--- src/rtl/pm_ctrl_acc_pkg.sv ---
// rtl/pm_ctrl_acc_pkg.sv - shared types and length helpers for the power-monitor register sequencer
package pm_ctrl_acc_pkg;

  localparam int CTRL_LEN_DEF = 16;
  localparam int REF_LEN_DEF  = 32;
  localparam int STAT_LEN_DEF = 32;

  typedef enum logic [1:0] {
    TGT_CTRL = 2'd0,
    TGT_REF  = 2'd1,
    TGT_STAT = 2'd2,
    TGT_ILL  = 2'd3
  } tgt_e;

  typedef enum logic [2:0] {
    ST_IDLE,
    ST_CAPTURE,
    ST_SHIFT,
    ST_UPDATE,
    ST_RESP
  } state_e;

  function automatic int tgt_len(tgt_e t, int ctrl_len, int ref_len, int stat_len);
    case (t)
      TGT_CTRL: return ctrl_len;
      TGT_REF:  return ref_len;
      TGT_STAT: return stat_len;
      default:  return 1;
    endcase
  endfunction

endpackage

--- src/rtl/pm_ctrl_acc_shifter.sv ---
// rtl/pm_ctrl_acc_shifter.sv - bit counter with write-bit select and LSB-first read capture
module pm_ctrl_acc_shifter
  import pm_ctrl_acc_pkg::*;
#(
  parameter int DW = 32,
  parameter int CW = 6
) (
  input  logic          clk,
  input  logic          rst_n,
  input  logic          load_i,
  input  logic [DW-1:0] wdata_i,
  input  logic          clr_cnt_i,
  input  logic          shift_i,
  input  logic          sample_i,
  input  logic          so_i,
  input  logic [CW-1:0] len_i,
  output logic          wbit_o,
  output logic          last_o,
  output logic [DW-1:0] rdata_o
);

  localparam int IW = (DW > 1) ? $clog2(DW) : 1;

  logic [CW-1:0] cnt_q;
  logic [DW-1:0] wdata_q;
  logic [DW-1:0] rdata_q;
  logic [IW-1:0] idx;

  assign idx     = IW'(cnt_q);
  assign wbit_o  = wdata_q[idx];
  assign last_o  = (cnt_q == len_i - 1'b1);
  assign rdata_o = rdata_q;

  // Counter parks at LEN-1; bits above LEN are never written, so rdata stays zero-padded.
  always_ff @(posedge clk or negedge rst_n) begin
    if (!rst_n) begin
      cnt_q   <= '0;
      wdata_q <= '0;
      rdata_q <= '0;
    end else if (load_i) begin
      cnt_q   <= '0;
      wdata_q <= wdata_i;
      rdata_q <= '0;
    end else begin
      if (clr_cnt_i)
        cnt_q <= '0;
      else if (shift_i && !last_o)
        cnt_q <= cnt_q + 1'b1;
      if (sample_i)
        rdata_q[idx] <= so_i;
    end
  end

endmodule

--- src/rtl/pm_ctrl_reg_access_seq.sv ---
// rtl/pm_ctrl_reg_access_seq.sv - word request to serial capture/shift/update sequencer (option: PM_ACC_READBACK_EN)
module pm_ctrl_reg_access_seq
  import pm_ctrl_acc_pkg::*;
#(
  parameter int CTRL_LEN = CTRL_LEN_DEF,
  parameter int REF_LEN  = REF_LEN_DEF,
  parameter int STAT_LEN = STAT_LEN_DEF,
  parameter int DW       = 32
) (
  input  logic          clk,
  input  logic          rst_n,
  input  logic          req_valid,
  output logic          req_ready,
  input  logic          req_wr,
  input  logic [1:0]    req_addr,
  input  logic [DW-1:0] req_wdata,
  output logic          rsp_valid,
  input  logic          rsp_ready,
  output logic [DW-1:0] rsp_rdata,
  output logic          rsp_err,
  output logic          serial_in,
  output logic          capture,
  output logic          shift,
  output logic          write,
  output logic          update,
  output logic          sensor_ctrl_select,
  output logic          ref_counter_select,
  output logic          sensor_status_select,
  input  logic          sensor_ctrl_so,
  input  logic          ref_counter_so,
  input  logic          sensor_status_so
);

  localparam int MAXL = (CTRL_LEN > REF_LEN) ? ((CTRL_LEN > STAT_LEN) ? CTRL_LEN : STAT_LEN)
                                             : ((REF_LEN > STAT_LEN) ? REF_LEN : STAT_LEN);
  localparam int CW   = $clog2(MAXL) + 1;

  state_e        state_q;
  tgt_e          tgt_q;
  logic          wr_q, rb_q;
  logic          cap_q, sh_q, wstb_q, upd_q;
  logic [2:0]    sel_q;
  logic          rsp_valid_q, rsp_err_q;

  logic          accept, illegal, so_sel, wbit, last;
  logic [2:0]    sel_req;
  logic [CW-1:0] len;

  assign accept  = (state_q == ST_IDLE) && req_valid;
  assign illegal = (req_addr == 2'd3) || (req_wr && req_addr == 2'd2);
  assign sel_req = 3'b001 << req_addr;
  assign len     = CW'(tgt_len(tgt_q, CTRL_LEN, REF_LEN, STAT_LEN));

  always_comb begin
    so_sel = 1'b0;
    case (tgt_q)
      TGT_CTRL: so_sel = sensor_ctrl_so;
      TGT_REF:  so_sel = ref_counter_so;
      TGT_STAT: so_sel = sensor_status_so;
      default:  so_sel = 1'b0;
    endcase
  end

  pm_ctrl_acc_shifter #(.DW(DW), .CW(CW)) u_shifter (
    .clk       (clk),
    .rst_n     (rst_n),
    .load_i    (accept),
    .wdata_i   (req_wdata),
    .clr_cnt_i (cap_q),
    .shift_i   (sh_q),
    .sample_i  (sh_q && (!wr_q || rb_q)),
    .so_i      (so_sel),
    .len_i     (len),
    .wbit_o    (wbit),
    .last_o    (last),
    .rdata_o   (rsp_rdata)
  );

  // Reads (and readback passes) recirculate so so the shift stage ends where it started.
  assign serial_in            = sh_q && ((wr_q && !rb_q) ? wbit : so_sel);
  assign capture              = cap_q;
  assign shift                = sh_q;
  assign write                = wstb_q;
  assign update               = upd_q;
  assign sensor_ctrl_select   = sel_q[0];
  assign ref_counter_select   = sel_q[1];
  assign sensor_status_select = sel_q[2];
  assign req_ready            = (state_q == ST_IDLE);
  assign rsp_valid            = rsp_valid_q;
  assign rsp_err              = rsp_err_q;

  always_ff @(posedge clk or negedge rst_n) begin
    if (!rst_n) begin
      state_q     <= ST_IDLE;
      tgt_q       <= TGT_CTRL;
      wr_q        <= 1'b0;
      rb_q        <= 1'b0;
      cap_q       <= 1'b0;
      sh_q        <= 1'b0;
      wstb_q      <= 1'b0;
      upd_q       <= 1'b0;
      sel_q       <= '0;
      rsp_valid_q <= 1'b0;
      rsp_err_q   <= 1'b0;
    end else begin
      cap_q  <= 1'b0;
      sh_q   <= 1'b0;
      wstb_q <= 1'b0;
      upd_q  <= 1'b0;
      case (state_q)
        ST_IDLE: if (req_valid) begin
          wr_q      <= req_wr;
          tgt_q     <= tgt_e'(req_addr);
          rb_q      <= 1'b0;
          rsp_err_q <= 1'b0;
          if (illegal) begin
            state_q     <= ST_RESP;
            rsp_valid_q <= 1'b1;
            rsp_err_q   <= 1'b1;
          end else if (req_wr) begin
            state_q <= ST_SHIFT;
            sh_q    <= 1'b1;
            sel_q   <= sel_req;
          end else begin
            state_q <= ST_CAPTURE;
            cap_q   <= 1'b1;
            sel_q   <= sel_req;
          end
        end
        ST_CAPTURE: begin
          state_q <= ST_SHIFT;
          sh_q    <= 1'b1;
        end
        ST_SHIFT: begin
          if (rb_q && (so_sel != wbit))
            rsp_err_q <= 1'b1;
          if (last) begin
            if (wr_q && !rb_q) begin
              state_q <= ST_UPDATE;
              wstb_q  <= 1'b1;
              upd_q   <= 1'b1;
            end else begin
              state_q     <= ST_RESP;
              rsp_valid_q <= 1'b1;
              sel_q       <= '0;
            end
          end else begin
            sh_q <= 1'b1;
          end
        end
        ST_UPDATE: begin
`ifdef PM_ACC_READBACK_EN
          state_q <= ST_CAPTURE;
          cap_q   <= 1'b1;
          rb_q    <= 1'b1;
`else
          state_q     <= ST_RESP;
          rsp_valid_q <= 1'b1;
          sel_q       <= '0;
`endif
        end
        ST_RESP: if (rsp_ready) begin
          state_q     <= ST_IDLE;
          rsp_valid_q <= 1'b0;
        end
        default: state_q <= ST_IDLE;
      endcase
    end
  end

endmodule

--- config.mk ---
export PLATFORM = sky130hd
export DESIGN_NAME = pm_ctrl_reg_access_seq
export DESIGN_NICKNAME = d
export VERILOG_FILES = /design/src/rtl/pm_ctrl_acc_pkg.sv /design/src/rtl/pm_ctrl_acc_shifter.sv /design/src/rtl/pm_ctrl_reg_access_seq.sv
export SDC_FILE = /design/constraint.sdc
export NUM_CORES = 1
export LEC_CHECK = 0
export BUFFER_PORTS_ARGS = -buffer_cell sky130_fd_sc_hd__buf_4
export CAP_MARGIN = 5
export CORE_MARGIN = 2
export CORE_UTILIZATION = 40
export DETAILED_ROUTE_END_ITERATION = 8
export MAX_ROUTING_LAYER = met4
export PLACE_DENSITY = 0.72
export SLEW_MARGIN = 20
export SYNTH_ARGS = -nofsm -noshare
export SYNTH_HDL_FRONTEND = slang
export SYNTH_HIERARCHICAL = 1
export SYNTH_SLANG_ARGS = --single-unit
--- constraint.sdc ---
create_clock -name clk -period 3.9 [get_ports clk]
set_input_delay 0.585 -clock clk [delete_from_list [all_inputs] [get_ports clk]]
set_output_delay 0.585 -clock clk [all_outputs]
set_load 0.05 [all_outputs]
; After elaboration in Yosys (flattened, before gate mapping)
; Cells that the tools add are included.
[classes]
n_div = 0
n_lt_le_gt_ge = 2
multipliers = 0
reduce_logical = 22
eq_ne = 15
n_addsub = 2
n_shift = 1
bitwise = 1
n_mux = 46
[op_table]
columns = cell, n
row1 = 32-bit 2-to-1 mux, 2
row2 = 32-bit bitwise mux, 1
row3 = 3-bit 2-to-1 mux, 9
row4 = 1-bit 2-to-1 mux, 22
row5 = 6-bit 2-to-1 mux, 3
row6 = 3-bit one-hot mux with 5 select lines, 1
row7 = 6-bit one-hot mux with 2 select lines, 1
row8 = 3-bit one-hot mux with 3 select lines, 1
row9 = 2-bit != test (second input constant), 4
row10 = 6-bit by 1-bit adder with 6-bit output (second input constant), 1
row11 = 2-bit equality test (second input constant), 3
row12 = 3-bit by 2-bit equality test with 1-bit output (second input constant), 2
row13 = 6-bit equality test, 1
row14 = 1-bit logical AND, 6
row15 = 5-bit by 6-bit < comparator with 1-bit output (second input constant), 1
row16 = 1-bit one-hot mux with 3 select lines, 2
row17 = 3-bit AND reduction, 2
row18 = 6-bit AND reduction, 1
row19 = 3-bit nonzero test, 2
row20 = 6-bit by 1-bit subtractor with 6-bit output (second input constant), 1
row21 = 1-bit binary-select mux with 5-bit select, 1
row22 = 1-bit demux with 5-bit select, 1
row23 = 5-bit by 1-bit greater-or-equal comparator with 1-bit output (second input constant), 1
row24 = 5-bit AND reduction, 1
row25 = other kinds (16), 19
[totals]
latch_bits = 0
output_inout_bits = 43
word_cells = 101
in_bits = 42
mem_bits_rw = 0
reg_bits = 84
n_memories = 0
rom_bits = 0

; Logic depth before layout (Yosys ltp)
; Gate-level depths: netlist of run 1.
[depth]
ltp_word = 10
mapped_depth = 11
depth_no_buf = 11

; Cells and area by module
; The synthesis of run 1 kept the hierarchy.
[modules_own_cells]
columns = mod, seq_area_each_um2, n_inst, cells_per_inst, area_each_um2
row1 = pm_ctrl_acc_shifter, 1751.7, 1, 330, 3497.1
row2 = pm_ctrl_reg_access_seq, 350.3, 1, 78, 809.5

; Worst setup path before layout of run 1
; Ideal clock, no wire load.
[synth_path]
path_type = flip-flop to output port
from = register u_shifter.cnt_q[0]
to = output serial_in
path_slack_ns = 1.266
path_stages_with_launch = 8
arrival_ns = 2.049
n_path_buf = 1
t_required_ns = 3.315
path_cell_list = dfrtp_1 > buf_2 > mux4_2 > and3_1 > a21oi_1 > nand4_1 > and3_1 > a21o_1
[synth_via]
elab_chain_cells = 4
[synth_rtl]
columns = item, line
row1 = start: declaration, pm_ctrl_acc_shifter.sv:24  ; logic [CW-1:0] cnt_q;
row2 = start signal: assignment, pm_ctrl_acc_shifter.sv:48  ; cnt_q <= cnt_q + 1'b1;
row3 = 1-bit binary-select mux with 5-bit select, pm_ctrl_acc_shifter.sv:30  ; assign wbit_o = wdata_q[idx];
row4 = 1-bit 2-to-1 mux (not written as such), pm_ctrl_acc_shifter.sv:30
row5 = named net wbit, pm_ctrl_reg_access_seq.sv:45  ; logic accept, illegal, so_sel, wbit, last;
row6 = 1-bit 2-to-1 mux, pm_ctrl_reg_access_seq.sv:80  ; assign serial_in = sh_q && ((wr_q && !rb_q) ? wbit : so_sel);
row7 = 1-bit logical AND, pm_ctrl_reg_access_seq.sv:80
row8 = end: declaration, pm_ctrl_reg_access_seq.sv:21  ; output logic serial_in,
; The timed path passes the listed nets, and every way through them passes these cells. The select of a mux whose other input is x is not followed.

; Final worst setup path of run 1
; Same ends and word-level chain as after synthesis.

==> results of run 1 <==
-- power by group --
part	total, mW	internal (mW)	switching (mW)
combinational	1.31	0.598	0.712
clock	0.733	0.437	0.295
sequential	1.33	1.11	0.217
total	3.38	2.15	1.22
-- logic make-up (layout without fill, tap and decap cells) --
kind of cell | after synthesis | after routing | synth area share
AND/OR/NAND/NOR | 130 | 130 | 0.150
AO/OA/AOI/OAI | 78 | 78 | 0.105
other | 1 | 10 | 0.000871
adder cells (fa/ha/maj) | 10 | 10 | 0.0291
multiplexers | 60 | 60 | 0.174
buffers and inverters | 39 | 110 | 0.0401
flip-flops | 84 | 84 | 0.488
XOR/XNOR | 6 | 6 | 0.0122
-- flip-flops by register name, summed over array words and instances, names as in the netlist --
signal             cells
u_shifter/rdata_o     32
u_shifter/wdata_q     32
u_shifter/cnt_q        6
sel_q                  3
state_q                3
tgt_q                  2
capture                1
rsp_err                1
rsp_valid              1
shift                  1
update                 1
wr_q                   1
-- critical path: stages, from the launching register on --
cell and delay (ns):
dfrtp_1 0.78, mux4_2 0.57, nor2b_1 0.14, a41oi_1 0.18
nand4_1 0.15, and3_1 0.21, a21o_1 0.16, buf_4 0.19
-- worst paths after layout --
kind                                                start                           endpoint  slack (ns)
min in group clk                                   req_wr                  capture$_DFF_PN0_        0.45
max reg2reg                          tgt_q[0]$_DFFE_PN0P_               sel_q[1]$_DFFE_PN0P_        1.03
min                                                 rst_n  u_shifter/rdata_o[21]$_DFFE_PN0P_        0.27
min reg2reg                          sel_q[2]$_DFFE_PN0P_               sel_q[2]$_DFFE_PN0P_        0.50
max                        u_shifter/cnt_q[0]$_DFFE_PN0P_                          serial_in        0.60
max in group asynchronous                           rst_n   u_shifter/wdata_q[6]$_DFFE_PN0P_        3.09
-- area by class of cell --
type / instances / share of cell area
clock buffers: 10 / 0.0262
clock inverters: 5 / 0.0190
inverters: 9 / 0.00642
multi-input cells: 294 / 0.393
flip-flops and latches: 84 / 0.400
well taps: 136 / 0.0323
repair buffers: 86 / 0.123
-- through the flow --
step / hold WS [ns] / instance area (um^2) / worst slack, ns / total power, mW / util
after floorplan: 0.289 / 4340 / 1.27 / 2.34 / -
after global placement: 0.480 / 5020 / 0.980 / 2.63 / 0.484
after detailed placement: 0.480 / 5020 / 0.925 / 2.68 / 0.484
after CTS: 0.435 / 5260 / 0.541 / 3.41 / 0.507
after global routing: 0.333 / 5260 / 0.401 / 3.60 / 0.507
final: 0.274 / 5260 / 0.602 / 3.38 / 0.507
-- layer usage --
metal / vias to the layer above / GRT usage
li1: 1574 / -
met1: 1573 / 0.236
met2: 108 / 0.275
met3: 7 / 0.0272
met4: 0 / 0.0495
met5: - / -
-- synth_stat cells (all sizes together), types with 8 or more instances --
cell     n  share of area
buf     10          0.015
mux2i   14          0.033
clkbuf  20          0.017
mux4     8          0.042
mux2    38          0.099
dfrtp   84           0.49
inv      9         0.0078
o21ai   31          0.039
nand4   12          0.017
nor2    40          0.035
a21oi   33          0.038
nand2   37          0.032
ha      10          0.029
==> metrics, run 1 <==
outcome finished, final reports clean; EDFF count, synth 0; final worst path period share 0.846; TritonCTS buffer count 9; clock latency on the worst-skew pair 0.34 ns; commonest non-fill, non-tap cell in the layout buf_4; async set-reset flop share out of synthesis 1.00; most frequent cells in the layout 85 x buf_4, 84 x dfrtp_1, 39 x nor2_1; Sequential cell area 2100 um^2; FP Rows 37; max layer used met4; # IOs 85; clk_skew 0.0104 ns; Worst Path Required 3.31 ns; Mapped Cells 408; M1 wire length 4360 um; Congestion Overflow GR 0; I/O Buffers 84; DRT iter0 DRCs 155; CP Max Fanout 14; non-filler cells, final 624; CTS-repair resized insts 0; Worst-Margin Slew 0.837 ns; Area Growth Syn to Fin 22.2%; Core ar. 10400 um^2; startpoint types flip-flop; #FFs+latches synth 84; Slew Limit Fails 0; total track usage 0.175; area occupied by multi-input gates 2070 um^2; Worst Reg-to-Reg Cells 11; CTS Sinks 84; VDD IR-drop max 0.407 mV; Post-CTS Hold Fix Bufs 0; synth warn 6; ys flop type dfrtp_1; critical path arrival 2.71 ns; clk root buf clkbuf_8; Slew headroom 0.441; Avg Vias per Cell 5.23; Post-Route WL 9360 um; critical path type flip-flop to output pin; DRT Pass-1 Iters 6; met2 wire length 4430 um; fin crit period 3.30 ns; placed cell count 609; Chip Width 108 um; vias in the first global route 3200; # Max-Cap Violations 0; LEAKAGE 2.34 nW; Initial Utilization 0.415; Max Clock Freq 0.303 GHz; CTS tree yes; vias 3262; type of the worst min-delay path primary input to asynchronous set/reset pin; antenna cells 0; Fillers 988; layout cell share with drive strength beyond 1 0.320; maximum clock insertion buffer count 2; Yosys cell types 47; fin nets 536; remaining antenna violation count 0; RSZ-0062 raised after global routing no; largest net degree at the start of global routing 85; setup TNS 0 ns; clk slew on worst S/H paths 0.08 ns; Avg WL per Cell 15.0 um; Die Span Y 108 um; CP Capture Type output pin; Hold Vio Cnt, Final 0; pwr dens 641 nW/um^2; Setup Buffers After CTS 0; final setup vio count 0; first-pass GRT wire length 15600 um; CTS H-Tree Depth 3; DR DRC count 0; Die Area 11600 um^2; WL met3 494 um; post-synthesis cell area 4310 um^2; hpwl dp 6600 um; share of the yosys chip area belonging to registers 0.488; syn avg cell area 10.6 um^2; RePlAce Congestion 0.851; initial antenna violation count 0
Note: power is estimated with default switching activity, not from simulation.
==> run 2: changes to the inputs <==
--- a/config.mk
+++ b/config.mk
@@ -5,13 +5,14 @@
 export SDC_FILE = /design/constraint.sdc
 export NUM_CORES = 1
 export LEC_CHECK = 0
+export ABC_AREA = 1
 export BUFFER_PORTS_ARGS = -buffer_cell sky130_fd_sc_hd__buf_4
 export CAP_MARGIN = 5
 export CORE_MARGIN = 2
 export CORE_UTILIZATION = 40
 export DETAILED_ROUTE_END_ITERATION = 8
 export MAX_ROUTING_LAYER = met4
-export PLACE_DENSITY = 0.72
+export PLACE_DENSITY = 0.74
 export SLEW_MARGIN = 20
 export SYNTH_ARGS = -nofsm -noshare
 export SYNTH_HDL_FRONTEND = slang
==> constraint.sdc (replaced) <==
create_clock -name clk -period 2.9 [get_ports clk]
set_input_delay 0.435 -clock clk [delete_from_list [all_inputs] [get_ports clk]]
set_output_delay 0.435 -clock clk [all_outputs]
set_load 0.05 [all_outputs]
==> metrics, run 2 <==
outcome finished, final reports clean; vias 4044; clock latency on the worst-skew pair 0.34 ns; maximum clock insertion buffer count 2; RePlAce Congestion 0.913; # Max-Cap Violations 0; met3 Use GR 0.0492; I/O Buffers 84; Setup Buffers After CTS 0; critical path type flip-flop to output pin; Slew headroom 0.499; pwr dens 949 nW/um^2; remaining antenna violation count 0; CTS tree yes; type of the worst min-delay path primary input to asynchronous set/reset pin; initial antenna violation count 0; slowest CP cell dfrtp_1; Power, Total 5.41 mW; Avg Vias per Cell 4.87; FP Rows 38; DRT iter0 DRCs 329; Worst Reg-to-Reg Cells 16; Combinational Power Share 0.432; NetSw 2.29 mW; RSZ-0062 raised after global routing no; DR DRC count 0; area occupied by multi-input gates 1950 um^2; largest net degree at the start of global routing 85; EDFF count, synth 0; clk root buf clkbuf_16; Mapped Cells 594; post-synthesis cell area 4560 um^2; syn avg cell area 7.67 um^2; Largest stage delay, worst path 0.43 ns; Yosys cell types 33; Die Area 12300 um^2; share of the yosys chip area belonging to registers 0.461; CTS H-Tree Depth 3; clk_skew 0.00565 ns; critical path, cell by cell inv_2, a21oi_1, o21ai_0, a21oi_1, or2_2, nor2_1, nand2_1, o21ai_0, a21oi_1, buf_4; CTS Sinks 84; most used cell, CP a21oi_1; global routing usage on met1 0.230; non-filler cells, final 830; VDD IR-drop max 0.604 mV; Post-Route WL 11000 um; most frequent cells in the layout 135 x nand2_1, 113 x inv_1, 87 x o21ai_0; antenna cells 0; final setup vio count 0; Yosys top cell area share 0.461; fin nets 737; placed cell count 814; Worst-Margin Slew 0.752 ns; Avg WL per Cell 13.3 um; hpwl dp 8030 um; #FFs+latches synth 84; ranking of synthesized cells by area dfrtp_1 46%, nand2_1 11%, o21ai_0 9.6%; Die Span Y 111 um; layout cell share with drive strength beyond 1 0.214; Post-CTS Hold Fix Bufs 0; critical path arrival 2.24 ns; Sw Share 0.423; Hold WS 0.132 ns; synth warn 6; final worst path period share 0.924; Yosys top cell by area dfrtp_1; CP Capture Type output pin; clock share of power 0.233; Congestion Overflow GR 0; Area Growth Syn to Fin 25.1%; async set-reset flop share out of synthesis 1.00; clk slew on worst S/H paths 0.06 ns; Initial Utilization 0.415; Fillers 1047; vias in the first global route 3858; list of most frequent post-synthesis cells 135 x nand2_1, 113 x inv_1, 87 x o21ai_0; CTS-repair resized insts 0; Flop pwr share 0.335; ys flop type dfrtp_1; met2 Use GR 0.296; TritonCTS buffer count 9; # IOs 85; CP Max Fanout 19; Core ar. 11000 um^2; Max Clock Freq 0.373 GHz; first-pass GRT wire length 18100 um; Worst Path Required 2.47 ns; Slew Limit Fails 0; setup TNS 0 ns; Hold Vio Cnt, Final 0; total track usage 0.185; LEAKAGE 3.06 nW; fin crit period 2.68 ns; GR peak layer met2; startpoint types flip-flop; DRT Pass-1 Iters 5; most frequent cell after synthesis nand2_1; Chip Width 111 um; Sequential cell area 2100 um^2; Int Pwr 3.12 mW; commonest non-fill, non-tap cell in the layout nand2_1
## run 2: changes by cell type after synthesis, moves of 14 or more
cell / change
mux2i_1: -14
nand2_1: +98
inv_1: +104
nor2_1: -15
nand3_1: +24
mux2_2: -19
o21ai_0: +59
## run 2: kinds of logic after synthesis
group	after synthesis	synth area share
flip-flops	84	0.461
buffers and inverters	141	0.120
AND/OR/NAND/NOR	213	0.202
AO/OA/AOI/OAI	126	0.140
multiplexers	16	0.0395
XOR/XNOR	3	0.00906
adder cells (fa/ha/maj)	10	0.0275
other	1	0.000823
## run 2: power groups by stage
stage               Clock (mW)  Sequential (mW)  Combinational, mW
finish                    1.26             1.81               2.34
global route              1.34             1.85               2.59
CTS                       1.28             1.81               2.34
detailed placement           0             1.82               2.32
global placement             0             1.81               2.25
floorplan                    0             1.99               1.48
## run 2: path summary, 6_finish.rpt
check / startpoint / end / slack (ns)
min reg2reg: sel_q[2]$_DFFE_PN0P_ / sel_q[2]$_DFFE_PN0P_ / 0.49
min: rst_n / tgt_q[0]$_DFFE_PN0P_ / 0.13
max: u_shifter/cnt_q[0]$_DFFE_PN0P_ / serial_in / 0.22
min in group clk: req_wdata[13] / u_shifter/wdata_q[13]$_DFFE_PN0P_ / 0.31
max reg2reg: tgt_q[0]$_DFFE_PN0P_ / rsp_valid$_DFFE_PN0P_ / 0.53
max in group asynchronous: rst_n / u_shifter/cnt_q[1]$_DFFE_PN0P_ / 2.23
## run 2: critical path, delay by kind of cell, from the launching register on
family / cells / cell delay [ns]
compound gates: 5 / 0.54
simple gates: 3 / 0.49
buf+inv: 2 / 0.44
flops: 1 / 0.43
## run 2: layout make-up
cell class,count,area share
Sequential cell,84,0.369
Inverter,122,0.0804
Timing Repair Buffer,88,0.119
Multi-Input combinational cell,380,0.342
Tap cell,140,0.0307
Clock inverter,5,0.0147
Clock buffer,11,0.0443
## run 2: metal layers
metal	vias up	wire length, um
met5	-	0
met4	0	192
met3	16	691
met2	109	5290
met1	1900	4860
li1	2019	-
## run 2: metrics by stage
stage               setup slack, ns  utilization  cell area, um^2
detailed placement            0.549        0.488             5360
global route                 0.0697        0.519             5700
CTS                           0.193        0.518             5690
global placement              0.620        0.488             5360
finish                        0.221        0.519             5700
floorplan                     0.411            -             4600
